===== config.mk =====
export PLATFORM = sky130hd
export DESIGN_NAME = mul_norm_round
export DESIGN_NICKNAME = d
export VERILOG_FILES = /design/src/rtl/mul_norm_round.sv
export SDC_FILE = /design/constraint.sdc
export NUM_CORES = 1
export LEC_CHECK = 0
export ABC_CLOCK_PERIOD_IN_PS = 6800
export CAP_MARGIN = 20
export CORE_ASPECT_RATIO = 2
export CORE_MARGIN = 2
export CORE_UTILIZATION = 55
export CTS_BUF_LIST = sky130_fd_sc_hd__clkbuf_16
export DETAILED_ROUTE_END_ITERATION = 8
export MAX_ROUTING_LAYER = met4
export PLACE_DENSITY = 0.84
export SETUP_SLACK_MARGIN = 0.02
export SYNTH_ARGS = -nofsm -noshare
export SYNTH_HDL_FRONTEND = slang
export SYNTH_SLANG_ARGS = --single-unit

===== constraint.sdc =====
create_clock -name CLK -period 6.8 [get_ports CLK]
set_clock_uncertainty 0.1 [all_clocks]
set_input_delay 1.02 -clock CLK [delete_from_list [all_inputs] [get_ports CLK]]
set_output_delay 1.02 -clock CLK [all_outputs]
set_load 0.05 [all_outputs]

===== src/rtl/mul_norm_round.sv =====
`default_nettype none
//==============================================================================
// mul_norm_round: 2-stage normalize + round-to-nearest-even for the binary32 multiplier.
// SUBNORMAL_EN selects gradual underflow (otherwise flush-to-zero). Rev 1.0
//==============================================================================
module mul_norm_round (
    input  logic        CLK,
    input  logic        RST,
    input  logic        in_valid,
    input  logic [47:0] prod_in,
    input  logic [9:0]  exp_sum_in,
    input  logic        sign_in,
    input  logic        zero_in,
    input  logic        invalid_in,
    output logic        out_valid,
    output logic [23:0] M_out,
    output logic [7:0]  E_out,
    output logic        Sz_out,
    output logic        overflow_flag,
    output logic        underflow_case,
    output logic        inexact_flag,
    output logic        initial_zero_flag,
    output logic        invalid_flag
);

    logic               s1_valid, s1_g, s1_s, s1_sign, s1_zero, s1_inv;
    logic [23:0]        s1_mant;
    logic signed [9:0]  s1_exp;

    logic [23:0]        n_mant;
    logic               n_g, n_s;
    logic signed [9:0]  n_exp;

    always_comb begin
        if (prod_in[47]) begin
            n_mant = prod_in[47:24];
            n_g    = prod_in[23];
            n_s    = |prod_in[22:0];
            n_exp  = $signed(exp_sum_in) + 10'sd1;
        end else begin
            n_mant = prod_in[46:23];
            n_g    = prod_in[22];
            n_s    = |prod_in[21:0];
            n_exp  = $signed(exp_sum_in);
        end
    end

    always_ff @(posedge CLK or negedge RST) begin
        if (!RST) begin
            s1_valid <= 1'b0;
            s1_mant  <= '0;
            s1_g     <= 1'b0;
            s1_s     <= 1'b0;
            s1_exp   <= '0;
            s1_sign  <= 1'b0;
            s1_zero  <= 1'b0;
            s1_inv   <= 1'b0;
        end else begin
            s1_valid <= in_valid;
            if (in_valid) begin
                s1_mant  <= n_mant;
                s1_g     <= n_g;
                s1_s     <= n_s;
                s1_exp   <= n_exp;
                s1_sign  <= sign_in;
                s1_zero  <= zero_in;
                s1_inv   <= invalid_in;
            end
        end
    end

    logic               tiny;
    logic [23:0]        dn_mant;
    logic               dn_g, dn_s;
    logic signed [10:0] dn_exp;

    assign tiny = (s1_exp <= 10'sd0);

`ifdef SUBNORMAL_EN
    logic [9:0]  sh_raw;
    logic [4:0]  sh;
    logic [49:0] shifted;

    // Shift amount saturates at 26: beyond that every mantissa bit lands in sticky.
    always_comb begin
        sh_raw  = 10'd1 - $unsigned(s1_exp);
        sh      = (sh_raw > 10'd26) ? 5'd26 : sh_raw[4:0];
        shifted = {s1_mant, 26'd0} >> sh;
        if (tiny) begin
            dn_mant = shifted[49:26];
            dn_g    = shifted[25];
            dn_s    = (|shifted[24:0]) | s1_g | s1_s;
            dn_exp  = 11'sd0;
        end else begin
            dn_mant = s1_mant;
            dn_g    = s1_g;
            dn_s    = s1_s;
            dn_exp  = {s1_exp[9], s1_exp};
        end
    end
`else
    logic nonzero;

    assign nonzero = (|s1_mant) | s1_g | s1_s;

    always_comb begin
        dn_mant = s1_mant;
        dn_g    = s1_g;
        dn_s    = s1_s;
        dn_exp  = {s1_exp[9], s1_exp};
    end
`endif

    logic               round_up, ovf, inexact;
    logic [24:0]        sum;
    logic [23:0]        rnd_mant;
    logic signed [10:0] rnd_exp;

    always_comb begin
        round_up = dn_g & (dn_s | dn_mant[0]);
        sum      = {1'b0, dn_mant} + {24'd0, round_up};
        if (sum[24]) begin
            rnd_mant = 24'h800000;
            rnd_exp  = dn_exp + 11'sd1;
        end else begin
            rnd_mant = sum[23:0];
            rnd_exp  = dn_exp;
        end
        // A subnormal that rounds into bit 23 becomes the smallest normal.
        if (rnd_exp == 11'sd0 && rnd_mant[23])
            rnd_exp = 11'sd1;
        ovf     = (rnd_exp >= 11'sd255);
        inexact = dn_g | dn_s | ovf;
    end

    logic [23:0] nx_m;
    logic [7:0]  nx_e;
    logic        nx_ov, nx_uf, nx_inx, nx_iz, nx_inv;

    always_comb begin
        nx_m   = '0;
        nx_e   = '0;
        nx_ov  = 1'b0;
        nx_uf  = 1'b0;
        nx_inx = 1'b0;
        nx_iz  = 1'b0;
        nx_inv = 1'b0;
        if (s1_inv) begin
            nx_m   = 24'hFFFFFF;
            nx_e   = 8'hFF;
            nx_inv = 1'b1;
        end else if (s1_zero) begin
            nx_iz  = 1'b1;
`ifndef SUBNORMAL_EN
        end else if (tiny) begin
            nx_uf  = nonzero;
            nx_inx = nonzero;
`endif
        end else if (ovf) begin
            nx_e   = 8'hFF;
            nx_ov  = 1'b1;
            nx_inx = 1'b1;
        end else begin
            nx_m   = rnd_mant;
            nx_e   = rnd_exp[7:0];
            nx_inx = inexact;
            nx_uf  = (rnd_exp[7:0] == 8'd0) & inexact;
        end
    end

    always_ff @(posedge CLK or negedge RST) begin
        if (!RST) begin
            out_valid         <= 1'b0;
            M_out             <= '0;
            E_out             <= '0;
            Sz_out            <= 1'b0;
            overflow_flag     <= 1'b0;
            underflow_case    <= 1'b0;
            inexact_flag      <= 1'b0;
            initial_zero_flag <= 1'b0;
            invalid_flag      <= 1'b0;
        end else begin
            out_valid <= s1_valid;
            if (s1_valid) begin
                M_out             <= nx_m;
                E_out             <= nx_e;
                Sz_out            <= s1_sign;
                overflow_flag     <= nx_ov;
                underflow_case    <= nx_uf;
                inexact_flag      <= nx_inx;
                initial_zero_flag <= nx_iz;
                invalid_flag      <= nx_inv;
            end
        end
    end

endmodule
`default_nettype wire


Yosys cells after proc, flatten, opt, wreduce, memory -nomap -nowiden
Cells that the tools add are included.
{"block": "totals", "latch_bits": 0, "regBits": 79, "ramBits": 0, "mem_count": 0, "word_cells": 65, "output_inout_bits": 39, "romBits": 0, "inputBits": 64}
{"block": "classes", "magnitude_cmp": 2, "reduce_logical": 6, "addsub": 3, "shift": 0, "muxes": 30, "mul": 0, "n_div": 0, "n_eq_ne": 0, "bitwise": 7}
{"operator": "24-bit two-way mux", "n": 6}
{"operator": "8-bit two-way mux", "n": 4}
{"operator": "24-bit by 1-bit adder with 25-bit output", "n": 1}
{"operator": "24-bit OR reduction", "n": 1}
{"operator": "23-bit OR reduction", "n": 1}
{"operator": "11-bit two-way mux", "n": 2}
{"operator": "22-bit OR reduction", "n": 1}
{"operator": "1-bit two-way mux", "n": 17}
{"operator": "10-bit by 2-bit adder with 11-bit output, second input constant", "n": 1}
{"operator": "11-bit by 9-bit >= comparator with 1-bit output, second input constant", "n": 1}
{"operator": "11-bit logical NOT", "n": 1}
{"operator": "10-bit by 2-bit adder with 10-bit output, second input constant", "n": 1}
{"operator": "10-bit by 1-bit <= comparator with 1-bit output, second input constant", "n": 1}
{"operator": "10-bit two-way mux", "n": 1}
{"operator": "8-bit logical NOT", "n": 1}
{"operator": "1-bit bitwise OR", "n": 5}
{"operator": "1-bit bitwise AND", "n": 2}
{"operator": "1-bit logical AND", "n": 1}

Longest topological paths before layout
{"block": "depth", "word_depth": 14, "ltp_mapped": 13, "mapped_depth_nobuf": 10}

Worst setup path before layout
Ideal clock, no wire load.
{"block": "synth_path", "path_type": "register -> register", "startpoint": "register s1_mant[0] (netlist: dn_mant[0])", "endpoint": "register M_out[13]", "period_less_slack_ps": 3243, "path_stages_with_launch": 14, "slack_ps": 3557, "n_path_buf": 3, "t_required_ps": 6614, "setup_time_ps": 86, "arrival_ps": 3057, "path_cell_list": "dfrtp_1 o21a_1 ha_1 ha_1 nand4_4 or4_1 buf_2 o31a_1 o22ai_2 a211oi_4 or3b_1 buf_6 buf_12 o221ai_2"}
{"block": "synth_via", "elab_chain_cells": 12, "elab_cells_between_ends": 13, "classes_between": "add/sub: 1; order compare: 1; mux: 7; bitwise: 2; reduce/logical: 2"}
{"item": "start: declaration", "line": "27", "text": "logic [23:0] s1_mant;"}
{"item": "start signal: assignment", "line": "61", "text": "s1_mant <= n_mant;"}
{"item": "1-bit bitwise OR", "line": "120", "text": "round_up = dn_g & (dn_s | dn_mant[0]);"}
{"item": "1-bit bitwise AND", "line": "120"}
{"item": "24-bit by 1-bit adder with 25-bit output (*)", "line": "121", "text": "sum = {1'b0, dn_mant} + {24'd0, round_up};"}
{"item": "11-bit two-way mux", "line": "122", "text": "if (sum[24]) begin"}
{"item": "11-bit logical NOT", "line": "130", "text": "if (rnd_exp == 11'sd0 && rnd_mant[23])"}
{"item": "1-bit logical AND", "line": "130"}
{"item": "11-bit two-way mux", "line": "130"}
{"item": "11-bit by 9-bit >= comparator with 1-bit output", "line": "132", "text": "ovf = (rnd_exp >= 11'sd255);"}
{"item": "24-bit two-way mux (*)", "line": "159", "text": "end else if (ovf) begin"}
{"item": "24-bit two-way mux (*)", "line": "155", "text": "end else if (tiny) begin"}
{"item": "24-bit two-way mux (*)", "line": "152", "text": "end else if (s1_zero) begin"}
{"item": "24-bit two-way mux (*)", "line": "148", "text": "if (s1_inv) begin"}
{"item": "end signal: assignment", "line": "185", "text": "M_out <= nx_m;"}
{"item": "end: declaration", "line": "16", "text": "output logic [23:0] M_out,"}
Every way passes the cells marked *; elsewhere a longest branch is shown, timed or not.
A chain may end at the register's enable or synchronous reset.

Worst setup path in the final report
{"block": "layout_path", "startpoint": "register s1_mant[0] (netlist: dn_mant[0])", "endpoint": "register M_out[16]"}
Same word-level chain as after synthesis.

==> out/qor.csv <==
metric,value,unit
cts_hold_buf,0,
multi_input_area,2350,um^2
grt_start_max_net_pins,80,
place.gp.congestion,0.987,
numCtsBuffers,9,
outcome,finished clean,
power,1.42,mW
layout_common_cells,"clkdlybuf4s50_1 (99), dfrtp_1 (79), nor2_1 (59), inv_1 (39), a21oi_1 (38)",
port_buffers,102,
cts_root_buf,clkbuf_16,
syn_area,4660,um^2
avgRoutedWirePerCell,16.0,um
dpl.cell_count,656,
start_util,56.6,%
area_delta_synth_final,26.9,%
ctsResizeCount,0,
synth_top_area_share,42.4,%
dp_hpwl,8.08,mm
cp_max_fo,19,
vias,3943,
clockBufferDepth,2,
clk_pin_slew,50,ps
syn-num-nets,552,
powerDensity,240,nW/um^2
critPathLaunch,dn_mant[0],
grt_overflow_total,0,
hold_class,reg2reg,
drv_cap,0,
ys_ff_latch,79,
grt_pass1_vias,3963,
r2r_cells,11,
async_flop_share,100,%
ff2ff_setup_slack,2930,ps
synth_xor_area_share,7.33,%
seq_area,1980,um^2
n_fill_cell,644,
synth_cells,483,
setup_slack,2930,ps
cts_setup_buffers,0,
cts_tree,done,
cp.required,6890,ps
p_leak,2.44,nW
worst_pin_slew,954,ps
grtUsageTotal,25.1,%
synth.area.top_cells,"dfrtp_1 (42%), o221ai_2 (6.4%), mux2i_1 (5.6%)",
synth_compound_area_share,16.4,%
final.period_utilization,56.9,%
grt_pass1_wl,18.2,mm
clock.fmax,0.258,GHz
final_common_cell,clkdlybuf4s50_1,
endpoint,M_out[16],
dr.pass1.iters,4,
ant_nets,0,
ios,103,
drcViolationCount,0,
clk_latency,340,ps
avgSynthCellArea,9.65,um^2
final_nets,639,
grt_setup_unrepaired,no,
setup_viol,0,
dieArea,9270,um^2
wirelength,10.8,mm
antenna_found_initial,0,
synth_mux_area_share,6.55,%
final_core_util,71.8,%
worst_r2r_endpoint,M_out[16],
cts_htree_levels,3,
final_cell_count_no_fill,672,
setup_tns,0,ps
place_ws,2410,ps
yosysSeqAreaShare,42.4,%
vias_per_cell,5.87,
slew_headroom,36.4,%
rows,47,
fin_crit,3870,ps
synth-edff-count,0,
cp-end-kind,flop,
crit_path_start_kind,flop,
worst-setup-path-type,reg2reg,
synth-simple-area-share,18.9,%
yosysTopAreaCell,dfrtp_1,
ys.flop_type,dfrtp_1,
num_antenna_cells,0,
cts.sinks,79,
netlist-cell-type-count,56,
yosys_warnings,0,
hold_viol_final,0,
synth_fa_ha_area_share,1.34,%
worst-endpoint-arrival,3960,ps
drv_slew,0,
layout-drive-gt1-share,9.76,%
reg2reg_from,dn_mant[0],
worst_ir_drop_vdd,0.000140,V
die_h,134,um
first_iter_violations,258,
synth_top_family_by_area,simple AND/OR/NAND/NOR gates,
core-area,8230,um^2
die_w,69.1,um
[metal layers]
| metal | routed length (um) | share of wire [%] | track usage, % |
|---|---|---|---|
| met5 | 0 | 0 | - |
| met4 | 343 | 3.2 | 11.1 |
| met3 | 468 | 4.4 | 3.83 |
| met2 | 5900 | 55 | 45.0 |
| met1 | 4040 | 38 | 26.9 |
[worst min-delay path by stage]
stage | endpoint | cells past startpoint | slack, ps | from
final | inexact_flag | 1 | 390 | inexact_flag
after global routing | inexact_flag | 1 | 430 | inexact_flag
after CTS | inexact_flag | 1 | 400 | inexact_flag
after detailed placement | inexact_flag | 1 | 390 | inexact_flag
after global placement | inexact_flag | 1 | 380 | inexact_flag
after floorplan | out_valid | 0 | 290 | s1_valid
[layout make-up]
type                    count  share of cell area, %
flip-flops and latches     79                   33.4
clock buffers               9                   3.81
clock inverters             6                  0.508
repair buffers            107                   18.0
inverters                  38                   2.41
well taps                  98                   2.07
multi-input cells         335                   39.8
[registers in the layout, summed over array words and instances (netlist names), 8 cells and up]
register	flops
E_out	8
M_out	24
dn_mant	24
s1_exp	10
[critical path, stage by stage (launching register included)]
cell      delay [ps]
dfrtp_1          400
o21a_1           130
ha_1             190
ha_1             280
nand4_4          150
nor4_1           800
nand4_1          240
and2_2           280
a211oi_4         400
or3b_1           400
buf_16           220
o221ai_1         130
[logic make-up (layout without fill, tap and decap cells)]
family                     count (synthesis)  after routing
xor gates and xnor gates                  39             39
DFF                                       79             79
muxes                                     30             30
and+or+nand+nor                          171            171
buffers and inverters                     69            160
AOI/OAI and AO/OA                         90             90
adders and majority gates                  5              5
[where the power goes]
part	internal (mW)	switching (mW)
registers	0.527	0.0627
clock network	0.240	0.175
logic	0.169	0.249
[through the flow]
step	area, um^2	hold WS [ps]
after floorplan	4660	293
after global placement	5630	383
after detailed placement	5630	386
after CTS	5890	400
after global routing	5910	433
final	5910	393
[synth_stat cells (2+ instances only)]
cell type / n
buf_1: 7
inv_1: 38
buf_12: 2
dfrtp_1: 79
and3_2: 3
ha_1: 5
mux2_2: 4
xnor2_1: 21
clkbuf_1: 14
nand4_1: 18
nor3_1: 6
mux2i_1: 26
o21ai_0: 4
o221ai_2: 20
o31a_1: 2
nand2_1: 21
nand2b_1: 4
clkbuf_2: 2
and3_1: 10
nor2_1: 59
a21oi_1: 38
o221ai_1: 8
and2_1: 2
nor4_1: 18
buf_6: 3
o2bb2ai_1: 2
or2_2: 3
o22a_1: 3
nand3_1: 16
o31ai_1: 2
xor2_1: 18
Note: power is estimated with default switching activity, not from simulation.
